--- config.mk ---
export PLATFORM = sky130hd
export DESIGN_NAME = usb_tx_buffer_ctrl
export DESIGN_NICKNAME = d
export VERILOG_FILES = /design/src/rtl/usb_pkg.sv /design/src/rtl/usb_tx_fifo.sv /design/src/rtl/usb_tx_buffer_ctrl.sv
export SDC_FILE = /design/constraint.sdc
export NUM_CORES = 1
export LEC_CHECK = 0
export CORE_MARGIN = 4
export CORE_UTILIZATION = 56
export CTS_CLUSTER_DIAMETER = 200
export DETAILED_ROUTE_END_ITERATION = 12
export GPL_TIMING_DRIVEN = 0
export PLACE_DENSITY = 0.76
export RECOVER_POWER = 50
export SLEW_MARGIN = 5
export SYNTH_ARGS = -nofsm -noshare
export SYNTH_HDL_FRONTEND = slang
export SYNTH_SLANG_ARGS = --single-unit
--- constraint.sdc ---
create_clock -name clk_i -period 2.9 [get_ports clk_i]
set_input_delay 0.435 -clock clk_i [delete_from_list [all_inputs] [get_ports clk_i]]
set_output_delay 0.435 -clock clk_i [all_outputs]
set_load 0.03 [all_outputs]
--- src/rtl/usb_pkg.sv ---
// Shared USB transmit-side types and constants.
package usb_pkg;

  // Packet request encoding shared with the transmitter.
  typedef enum logic [1:0] {
    PKT_NONE  = 2'b00,
    PKT_DATA0 = 2'b01,
    PKT_ACK   = 2'b10,
    PKT_NAK   = 2'b11
  } tx_packet_t;

  // Largest payload the buffer can hold; sizes are 7 bits wide.
  localparam int USB_MAX_PAYLOAD = 64;

  // Packet launcher states.
  typedef enum logic {
    ST_IDLE   = 1'b0,
    ST_ACTIVE = 1'b1
  } tx_buf_state_t;

endpackage : usb_pkg

--- src/rtl/usb_tx_fifo.sv ---
// Show-ahead byte FIFO with occupancy count and sticky overflow/underflow flags.
module usb_tx_fifo
  import usb_pkg::*;
#(
  parameter int DEPTH = USB_MAX_PAYLOAD
) (
  input  logic       clk_i,
  input  logic       rst_i,
  input  logic       clear_i,
  input  logic       push_i,
  input  logic [7:0] data_i,
  input  logic       pop_i,
  output logic [7:0] head_o,
  output logic [$clog2(DEPTH):0] count_o,
  output logic       empty_o,
  output logic       full_o,
  output logic       overflow_o,
  output logic       underflow_o
);

  localparam int AW = $clog2(DEPTH);

  logic [7:0]    mem_q [DEPTH];
  logic [AW-1:0] rd_ptr_q, rd_ptr_d;
  logic [AW-1:0] wr_ptr_q, wr_ptr_d;
  logic [AW:0]   count_q, count_d;
  logic          overflow_q, overflow_d;
  logic          underflow_q, underflow_d;
  logic          empty_s, full_s;
  logic          push_ok_s, pop_ok_s;

  assign empty_s = (count_q == (AW+1)'(0));
  assign full_s  = (count_q == (AW+1)'(DEPTH));

  // Decide which requests are honoured and compute the next pointer/count/flag values.
  always_comb begin
    rd_ptr_d    = rd_ptr_q;
    wr_ptr_d    = wr_ptr_q;
    count_d     = count_q;
    overflow_d  = overflow_q;
    underflow_d = underflow_q;
    pop_ok_s    = pop_i && !empty_s;
    // A full FIFO still takes a byte when the head leaves in the same cycle.
    push_ok_s   = push_i && (!full_s || pop_ok_s);
    if (clear_i) begin
      rd_ptr_d    = '0;
      wr_ptr_d    = '0;
      count_d     = '0;
      overflow_d  = 1'b0;
      underflow_d = 1'b0;
    end else begin
      if (pop_ok_s) begin
        rd_ptr_d = rd_ptr_q + AW'(1);
      end else begin
        rd_ptr_d = rd_ptr_q;
      end
      if (push_ok_s) begin
        wr_ptr_d = wr_ptr_q + AW'(1);
      end else begin
        wr_ptr_d = wr_ptr_q;
      end
      if (push_ok_s && !pop_ok_s) begin
        count_d = count_q + (AW+1)'(1);
      end else if (pop_ok_s && !push_ok_s) begin
        count_d = count_q - (AW+1)'(1);
      end else begin
        count_d = count_q;
      end
      if (push_i && !push_ok_s) begin
        overflow_d = 1'b1;
      end else begin
        overflow_d = overflow_q;
      end
      if (pop_i && empty_s) begin
        underflow_d = 1'b1;
      end else begin
        underflow_d = underflow_q;
      end
    end
  end

  // Pointer, count and error flag registers.
  always_ff @(posedge clk_i) begin
    if (rst_i) begin
      rd_ptr_q    <= '0;
      wr_ptr_q    <= '0;
      count_q     <= '0;
      overflow_q  <= 1'b0;
      underflow_q <= 1'b0;
    end else begin
      rd_ptr_q    <= rd_ptr_d;
      wr_ptr_q    <= wr_ptr_d;
      count_q     <= count_d;
      overflow_q  <= overflow_d;
      underflow_q <= underflow_d;
    end
  end

  // Payload storage; contents survive reset and clear, only the pointers move.
  always_ff @(posedge clk_i) begin
    if (push_ok_s && !clear_i && !rst_i) begin
      mem_q[wr_ptr_q] <= data_i;
    end
  end

  assign head_o      = empty_s ? 8'h00 : mem_q[rd_ptr_q];
  assign count_o     = count_q;
  assign empty_o     = empty_s;
  assign full_o      = full_s;
  assign overflow_o  = overflow_q;
  assign underflow_o = underflow_q;

endmodule : usb_tx_fifo

--- src/rtl/usb_tx_buffer_ctrl.sv ---
// Transmit buffer and packet launcher feeding usb_tx: stores payload, latches
// packet type and size on launch, and holds the request until tx_done.
module usb_tx_buffer_ctrl
  import usb_pkg::*;
#(
  parameter int DEPTH = USB_MAX_PAYLOAD
) (
  input  logic       clk_i,
  input  logic       rst_i,
  input  logic       store_tx_data_i,
  input  logic [7:0] tx_data_i,
  input  logic       send_packet_i,
  input  logic [1:0] packet_type_i,
  input  logic       clear_i,
  input  logic       get_tx_packet_i,
  input  logic       tx_done_i,
  output logic [1:0] tx_packet_o,
  output logic [6:0] tx_packet_data_size_o,
  output logic [7:0] tx_packet_data_o,
  output logic [6:0] buffer_occupancy_o,
  output logic       buffer_empty_o,
  output logic       buffer_full_o,
  output logic       tx_busy_o,
  output logic       overflow_err_o,
  output logic       underflow_err_o,
  output logic       cmd_err_o
);

  tx_buf_state_t state_q, state_d;
  tx_packet_t    type_q, type_d;
  logic [6:0]    size_q, size_d;
  logic          cmd_err_q, cmd_err_d;
  logic          fifo_clear_s;
  logic          launch_s;
  logic [6:0]    occupancy_s;

  // Type 00 is a no-op request and never launches or errors.
  assign launch_s = send_packet_i && (packet_type_i != 2'b00);

  usb_tx_fifo #(
    .DEPTH (DEPTH)
  ) u_fifo (
    .clk_i       (clk_i),
    .rst_i       (rst_i),
    .clear_i     (fifo_clear_s),
    .push_i      (store_tx_data_i),
    .data_i      (tx_data_i),
    .pop_i       (get_tx_packet_i),
    .head_o      (tx_packet_data_o),
    .count_o     (occupancy_s),
    .empty_o     (buffer_empty_o),
    .full_o      (buffer_full_o),
    .overflow_o  (overflow_err_o),
    .underflow_o (underflow_err_o)
  );

  // Next-state logic: launch, completion, command checking and clear gating.
  always_comb begin
    state_d      = state_q;
    type_d       = type_q;
    size_d       = size_q;
    cmd_err_d    = cmd_err_q;
    fifo_clear_s = 1'b0;
    case (state_q)
      ST_IDLE: begin
        if (clear_i) begin
          fifo_clear_s = 1'b1;
          cmd_err_d    = 1'b0;
        end else begin
          fifo_clear_s = 1'b0;
        end
        if (launch_s) begin
          state_d = ST_ACTIVE;
          type_d  = tx_packet_t'(packet_type_i);
          // Size reflects the registered count, i.e. before this cycle's push/pop.
          if (packet_type_i == 2'b01) begin
            size_d = occupancy_s;
          end else begin
            size_d = 7'd0;
          end
        end else begin
          state_d = ST_IDLE;
        end
      end
      ST_ACTIVE: begin
        if (launch_s || clear_i) begin
          cmd_err_d = 1'b1;
        end else begin
          cmd_err_d = cmd_err_q;
        end
        if (tx_done_i) begin
          state_d = ST_IDLE;
          type_d  = PKT_NONE;
          size_d  = 7'd0;
        end else begin
          state_d = ST_ACTIVE;
        end
      end
      default: begin
        state_d = ST_IDLE;
        type_d  = PKT_NONE;
        size_d  = 7'd0;
      end
    endcase
  end

  // Launcher state, latched packet fields and command error flag.
  always_ff @(posedge clk_i) begin
    if (rst_i) begin
      state_q   <= ST_IDLE;
      type_q    <= PKT_NONE;
      size_q    <= 7'd0;
      cmd_err_q <= 1'b0;
    end else begin
      state_q   <= state_d;
      type_q    <= type_d;
      size_q    <= size_d;
      cmd_err_q <= cmd_err_d;
    end
  end

  assign tx_packet_o           = type_q;
  assign tx_packet_data_size_o = size_q;
  assign buffer_occupancy_o    = occupancy_s;
  assign tx_busy_o             = (state_q == ST_ACTIVE);
  assign cmd_err_o             = cmd_err_q;

endmodule : usb_tx_buffer_ctrl

# Word-level counts from Yosys, hierarchy flattened
# Memories as Yosys holds them, arrays and structs flattened. A register that Yosys moved wholly into a read port is not among the register bits.
# Index checks and enable logic that the tools add are counted.
# word_totals
output_inout_bits	30
reg_bits	32
mem_count	1
ramBits	512
inputBits	17
# memory_table
name	words	word_bits	rd	rd_clocked_by_memory_dff	wr	line_no	text
u_fifo.mem_q	64	8	1	1	1	usb_tx_fifo.sv:23	logic [7:0] mem_q [DEPTH];
# op_classes
n_addsub	4
n_mux	22
reduce_logical	23
eq_ne	6
n_bitwise	1
# ops
op	count
7-bit two-way mux	5
7-bit one-hot mux with 2 select lines	1
6-bit by 1-bit adder with 6-bit output (second input constant)	2
6-bit two-way mux	2
1-bit logical AND	9
1-bit two-way mux	8
8-bit two-way mux	1
7-bit by 1-bit adder with 7-bit output (second input constant)	1
7-bit equality test (second input constant)	1
7-bit logical NOT	1
7-bit by 1-bit subtractor with 7-bit output (second input constant)	1
1-bit logical NOT	6
2-bit inequality test (second input constant)	3
2-bit two-way mux	2
1-bit one-hot mux with 2 select lines	2
2-bit one-hot mux with 2 select lines	1
2-bit AND reduction	2
2-bit nonzero test	2
2-bit by 1-bit equality test with 1-bit output (second input constant)	1
1-bit logical OR	2
2-bit by 1-bit inequality test with 1-bit output (second input constant)	1
2-bit OR reduction	1
1-bit NOT	1

# Longest topological paths before layout
# Gate-level depths: netlist of the first run.
# depth
word_depth	9
mapped_depth	11

# Modules after synthesis
# A second synthesis of the first run with hierarchy kept.
# unflattened
hier_cells	1091
area_unflattened_um2	21569.4
# by_module_without_submodules
mod	instances	area_per_inst_um2	cells_each	seq_area_each_um2
usb_tx_fifo	1	21130.3	1052	15915.3
usb_tx_buffer_ctrl	1	439.2	39	220.2

# Worst setup path before layout of the first run
# No wires, ideal clock.
# synth_timing
kind	reg-to-reg
start	register u_fifo.count_q[0] (netlist: u_fifo.count_o[0])
end	register u_fifo.count_q[4] (netlist: u_fifo.count_o[4])
setup_slack_ps	-293
arrival_time_ps	3123
t_required_ps	2829
stages_incl_launch_ff	12
synth_period_minus_slack_ps	3193
n_path_buf	0
path_cell_list	dfxtp_1 or4_4 o41ai_4 inv_2 ha_1 inv_1 ha_1 nor2b_1 o21a_1 o21a_1 or3_1 a21oi_1
# synth_via
elab_chain_cells	8
word_cells_on_any_way	16
classes_between	add/sub: 2; eq/ne: 1; mux: 2; reduce/logical: 11
# synth_lines
element	line_no	text
start, declared	usb_tx_fifo.sv:26	logic [AW:0] count_q, count_d;
start signal, assigned	usb_tx_fifo.sv:93	count_q <= count_d;
branches (longest 8 deep; another with 7-bit by 1-bit subtractor with 7-bit output)	--	
# Parallel ways; which one is timed is not known. The select of a mux whose other input is x is not followed.
# A chain may end at the register's enable or synchronous reset.

==> results of run 1 <==
-- cell type report --
type / count / area (sq um)
clock buffers: 62 / 1420
flip-flops and latches: 550 / 16200
repair buffers: 103 / 965
inverters: 12 / 52.6
fillers: 2188 / 11600
clock inverters: 35 / 335
well taps: 511 / 639
plain buffers: 61 / 674
multi-input cells: 482 / 5890
-- logic make-up (layout without fill, tap and decap cells) --
logic type,count (synthesis),count (layout)
DFF,550,550
xor gates and xnor gates,11,11
AOI/OAI and AO/OA,125,125
muxes,146,146
and+or+nand+nor,191,191
adders and majority gates,9,9
buffers and inverters,75,273
-- layer usage --
layer  up-vias  part of all wire (%)  track usage [%]
met2       930                    48             42.9
met3       175                    12             7.62
met4         0                   3.8             9.91
met1      6181                    36             37.2
li1       4881                     -                -
met5         -                     0                0
-- flip-flops by register name (all words and copies together) (netlist names), named ones only --
| register | flops |
|---|---|
| tx_packet_o | 2 |
| u_fifo.wr_ptr_q | 6 |
| tx_packet_data_size_o | 7 |
| u_fifo.count_o | 7 |
| u_fifo.overflow_o | 1 |
| tx_busy_o | 1 |
| u_fifo.rd_ptr_q | 6 |
| cmd_err_o | 1 |
| u_fifo.mem_q | 512 |
| u_fifo.underflow_o | 1 |
-- metrics by stage --
| stage | instances | util, % | hold slack, ns | setup slack (ns) |
|---|---|---|---|---|
| after floorplan | 1107 | - | 0.468 | -0.138 |
| after global placement | 1664 | 60.0 | 0.449 | -1.17 |
| after detailed placement | 1676 | 60.6 | 0.460 | -1.29 |
| after CTS | 1801 | 68.3 | 0.246 | -0.354 |
| after global routing | 1816 | 69.2 | 0.461 | -0.450 |
| final | 1816 | 69.2 | 0.460 | -0.384 |
-- power by group --
group	total, mW	switching, mW	internal, mW
logic	5.00	2.69	2.31
registers	8.87	0.106	8.76
clock network	6.99	3.02	3.97
-- worst min-delay path by stage --
stage | from | endpoint | slack [ns] | depth (start not counted)
2_1_floorplan | u_fifo.rd_ptr_q[1] | flop | 0.47 | 2
3_3_place_gp | u_fifo.underflow_o | u_fifo.underflow_o | 0.45 | 2
5_1_grt | tx_data_i[1] | u_fifo.mem_q[9][1] | 0.46 | 1
6_report | tx_data_i[1] | u_fifo.mem_q[8][1] | 0.46 | 1
4_1_cts | tx_data_i[1] | u_fifo.mem_q[11][1] | 0.25 | 1
3_5_place_dp | u_fifo.overflow_o | u_fifo.overflow_o | 0.46 | 2
-- synth_stat cells (all sizes together), types with 5 or more instances --
master	n
a22oi	19
o21ai	13
clkbuf	30
a211oi	5
mux4	128
dfxtp	38
nor2b	8
nand2	26
o22ai	17
buf	33
inv	12
nor4	6
ha	8
nand3b	5
or3	7
edfxtp	512
mux2i	14
xor2	6
o221ai	11
nor3	11
a221oi	5
a21oi	24
nand3	8
xnor2	5
a31oi	6
a22o	7
nor2	99
-- worst register-to-register path, stage by stage, from the launching register on --
cell,delay (ns)
dfxtp_4,0.34
or4_4,0.58
o41ai_4,0.30
buf_4,0.19
inv_4,0.03
ha_4,0.18
inv_6,0.09
ha_4,0.21
nor2b_4,0.12
o21a_1,0.19
o21a_1,0.19
o211ai_1,0.25
mux2i_1,0.21
-- repair_timing --
action | in CTS | in global routing
cloned | 3 | 0
setup endpoints to repair | 281 | 429
resized for setup | 292 | 77
buffers inserted | 26 | 18
pin swaps | 23 | 20
==> metrics.yaml, run 1 <==
outcome: "finished with violations"
violations: "capacitance limit, slew limit, setup timing"
netlist.area_leader.share_pct: 71.4
vias_per_cell: 6.70
crit_end: "tx_packet_data_o[2]"
synthMuxAreaShare_pct: 14.3
p_per_area_nw_per_um2: 798
path_clk_slew_ns: 0.07
ys_warn_count: 0
yosys-top-cells-area: "edfxtp_1 71%, mux4_2 13%, dfxtp_1 3.5%, nor2_1 1.7%, a22oi_1 0.66%"
yosysTopAreaCell: "edfxtp_1"
cts.sinks: 550
synth-edff-count: 512
synth-seq-area-share_pct: 74.9
insertion_delay_ns: 0.61
rsz0062_at_grt: "yes"
coreArea_sq_um: 37800
drtIter0Drc: 1847
nNetsFinal: 1288
synth-simple-area-share_pct: 4.19
ios: 47
die_y_um: 204
slowest_stage: "mux4_2"
max_stage_delay_ns: 0.57
path_buf_inv: 3
max_freq_mhz: 305
fin_ws_ns: -0.384
finalPower_mw: 20.9
synth_xor_area_share_pct: 0.447
antenna_left: 0
grt_max_degree: 49
dpl.hpwl_mm: 34.3
syn_area_sq_um: 21500
routedWlPerCell_um: 31.4
start_kind: "flop"
grt-ovfl-total: 0
layout_common_cells: "512 x edfxtp_1, 128 x mux4_2, 53 x clkbuf_16, 43 x nor2_1, 38 x buf_4"
synth_compound_area_share_pct: 4.07
fp-row-count: 71
grt_pass1_wl_mm: 82.1
grt_pass1_vias: 12100
grt_usage_pct: 27.2
routed_wl_mm: 57.1
synth-seq-cells: 550
antennaDiodeCount: 0
arrival_ns: 2.85
critical_path_class: "reg2out"
ys.flop_type: "edfxtp_1"
async_flop_share_pct: 0
r2r_start: "u_fifo.count_o[0]"
fin_crit_ns: 3.28
crit_path_frequent_cell: "buf_12"
hold_path_class: "in2reg"
fin_skew_ns: 0.0151
cts-root-buf: "clkbuf_16"
cts_buffer_depth: 3
area_growth_pct: 21.4
rrSetupSlack_ns: -0.04
syn_avg_cell_area_sq_um: 19.4
maxSlewHeadroom_pct: -58.1
hold_viol: 0
maxSlewViolCount: 376
worst_slew_pin_slew_ns: 2.37
h-tree-depth: 2
r2r.worst_path.cells: 12
syn_nets: 1133
num_vias: 12200
synth_top_family_by_area: "multiplexers"
final_common_cell: "edfxtp_1"
maxCapViolCount: 9
antenna_found_initial: 0
cp_cell_sequence: "buf_12, buf_12, mux4_2, o22ai_1, o21ai_2, o211ai_1, o221ai_2, buf_6"
cp-end-kind: "output port"
critPathMaxFanout: 10
cts_inserted_buffers: 52
tritoncts: "yes"
required_ns: 2.47
synthAdderAreaFrac_pct: 0.558
crit_cells: 8
fin_area_sq_um: 26100
drive_gt1_share_pct: 36.1
ys_types: 56
p_leak_nw: 8.06
vdd_drop_max_uv: 459
critical_path.top_delay_family: "compound AO/OA/AOI/OAI gates"
synthCells: 1107
start_util_pct: 57.0
r2r_end: "u_fifo.count_o[6]"
placed_area_sq_um: 22900
dr.pass1.iters: 6
dieArea_sq_um: 41600
fp.dieW_um: 204
finalCritPeriodShare_pct: 113
tns_ns: -2.67
ctsHoldBuffers: 0
setup_violations: 10
gp_congestion: 0.964
io_buffers: 46
drc: 0
No activity file was read; power rests on OpenSTA's default activity.
==> run 2: changes to the inputs <==
--- a/config.mk
+++ b/config.mk
@@ -6,11 +6,10 @@
 export NUM_CORES = 1
 export LEC_CHECK = 0
 export CORE_MARGIN = 4
-export CORE_UTILIZATION = 56
+export CORE_UTILIZATION = 35
 export CTS_CLUSTER_DIAMETER = 200
 export DETAILED_ROUTE_END_ITERATION = 12
 export GPL_TIMING_DRIVEN = 0
-export PLACE_DENSITY = 0.76
 export RECOVER_POWER = 50
 export SLEW_MARGIN = 5
 export SYNTH_ARGS = -nofsm -noshare
==> run 2 against run 1 <==
Effect of this change: the flow still finishes with violations (capacitance limit, slew limit, setup timing); worst setup slack worse by 0.067 ns; core utilization is 26 points lower; routed wire length is 1.2% lower; cell count is 15% higher; die area is 57% higher; highest routed layer unchanged.
==> metrics.yaml, run 2 (synthesis results as in run 1) <==
dr.pass1.iters: 6
ios: 47
dpl.hpwl_mm: 36.6
vias_per_cell: 5.53
antenna_left: 0
max_freq_mhz: 298
p_per_area_nw_per_um2: 784
largest_reg_flops: 512
hold_path_class: "in2reg"
vdd_drop_max_uv: 459
fin_area_sq_um: 26500
maxSlewHeadroom_pct: -64.7
layout_common_cells: "512 x edfxtp_1, 128 x mux4_2, 57 x clkbuf_16, 44 x nor2_1"
fillCellCount: 5166
placed_area_sq_um: 23200
maxCapViolCount: 9
worst_slew_pin_slew_ns: 2.47
routedWlPerCell_um: 27.0
finalPower_mw: 20.7
coreArea_sq_um: 60600
cts-root-buf: "clkbuf_16"
path_clk_slew_ns: 0.07
grt_pass1_vias: 11600
drtIter0Drc: 1260
antenna_found_initial: 0
cts_inserted_buffers: 54
rsz0062_at_grt: "yes"
fin_crit_ns: 3.35
instances_no_fill: 2092
cts_buffer_depth: 3
top_register: "u_fifo.mem_q"
dieArea_sq_um: 65500
finalCritPeriodShare_pct: 116
drc: 0
area_growth_pct: 22.9
grt_max_degree: 53
tns_ns: -2.87
dp.cells: 1947
drive_gt1_share_pct: 36.3
fin_ws_ns: -0.451
nNetsFinal: 1290
critical_path_class: "reg2out"
die_y_um: 256
cp-end-kind: "output port"
dpl_worst_slack_ns: -1.44
p_leak_nw: 8.03
required_ns: 2.47
insertion_delay_ns: 0.62
arrival_ns: 2.92
cts.sinks: 550
num_vias: 11600
holdWs_ns: 0.328
grt_pass1_wl_mm: 80.7
start_kind: "flop"
final_common_cell: "edfxtp_1"
antennaDiodeCount: 0
fp.dieW_um: 256
io_buffers: 46
critPathMaxFanout: 5
routed_wl_mm: 56.4
outcome: "finished with violations"
hold_viol: 0
ctsHoldBuffers: 0
grt-ovfl-total: 0
setup_violations: 9
start_util_pct: 35.5
finish.utilization_pct: 43.7
grt_usage_pct: 16.8
h-tree-depth: 2
tritoncts: "yes"
fin_skew_ns: 0.0206
fp-row-count: 90
maxSlewViolCount: 345
violations: "capacitance limit, slew limit, setup timing"
gp_congestion: 0.875
## run 2: cell types whose count changed in the layout (fill, tap and decap cells not counted), sizes merged
cell	delta
bufinv	-2
clkinvlp	+5
clkbuf	+9
clkinv	+3
inv	-5
clkdlybuf4s50	+1
dlymetal6s4s	-2
dlygate4sd3	-1
buf	-3
## run 2: repair_timing
action | 4_1_cts | 5_1_grt
pin swaps | 19 | 15
gates resized for setup | 283 | 82
setup endpoints to repair | 329 | 408
buffers inserted | 29 | 12
gates cloned | 1 | 2
## run 2: layer usage
metal	global-route usage [%]	part of all wire, %	up-vias
li1	-	-	4881
met1	22.0	40	6059
met2	27.5	49	517
met3	3.74	8.3	102
met4	6.13	3.1	0
met5	0	0	-
## run 2: path summary, 6_finish.rpt
check,startpoint,endpoint,slack (ns),cells after the start
worst max-delay path,flop,tx_packet_data_o[2],-0.45,7
worst min-delay path,tx_data_i[6],u_fifo.mem_q[17][6],0.33,1
worst max register to register,u_fifo.count_o[2],u_fifo.count_o[6],-0.03,12
worst min register to register,u_fifo.underflow_o,u_fifo.underflow_o,0.47,2
## run 2: power by group
part	total, mW	internal, mW	switching, mW	leakage (nW)
clock	6.96	3.87	3.09	0.856
sequential	8.87	8.76	0.108	4.91
combinational	4.92	2.27	2.65	2.26
total	20.7	14.9	5.85	8.03
## run 2: cell type report
| cell class | instances | area [sq um] | area share [%] |
|---|---|---|---|
| Clock inverter | 36 | 302 | 1.14 |
| Sequential cell | 550 | 16200 | 61.0 |
| Buffer | 62 | 679 | 2.57 |
| Clock buffer | 66 | 1460 | 5.51 |
| Multi-Input combinational cell | 482 | 5900 | 22.3 |
| Inverter | 12 | 52.6 | 0.199 |
| Tap cell | 782 | 978 | 3.70 |
| Timing Repair Buffer | 102 | 936 | 3.54 |
## run 2: critical path: stages, from the launching register on
cell and delay, ns:
dfxtp_4 0.40, buf_12 0.16, buf_16 0.14, mux4_2 0.53, mux2_4 0.29, o211ai_1 0.39, o221ai_4 0.22, buf_6 0.19
==> run 3: changes to the inputs <==
--- a/config.mk
+++ b/config.mk
@@ -6,10 +6,11 @@
 export NUM_CORES = 1
 export LEC_CHECK = 0
 export CORE_MARGIN = 4
-export CORE_UTILIZATION = 35
+export CORE_UTILIZATION = 56
 export CTS_CLUSTER_DIAMETER = 200
 export DETAILED_ROUTE_END_ITERATION = 12
 export GPL_TIMING_DRIVEN = 0
+export PLACE_DENSITY = 0.76
 export RECOVER_POWER = 50
 export SLEW_MARGIN = 5
 export SYNTH_ARGS = -nofsm -noshare
==> results of run 3 <==
The final DEF is identical to that of run 1; final timing and power are the same.
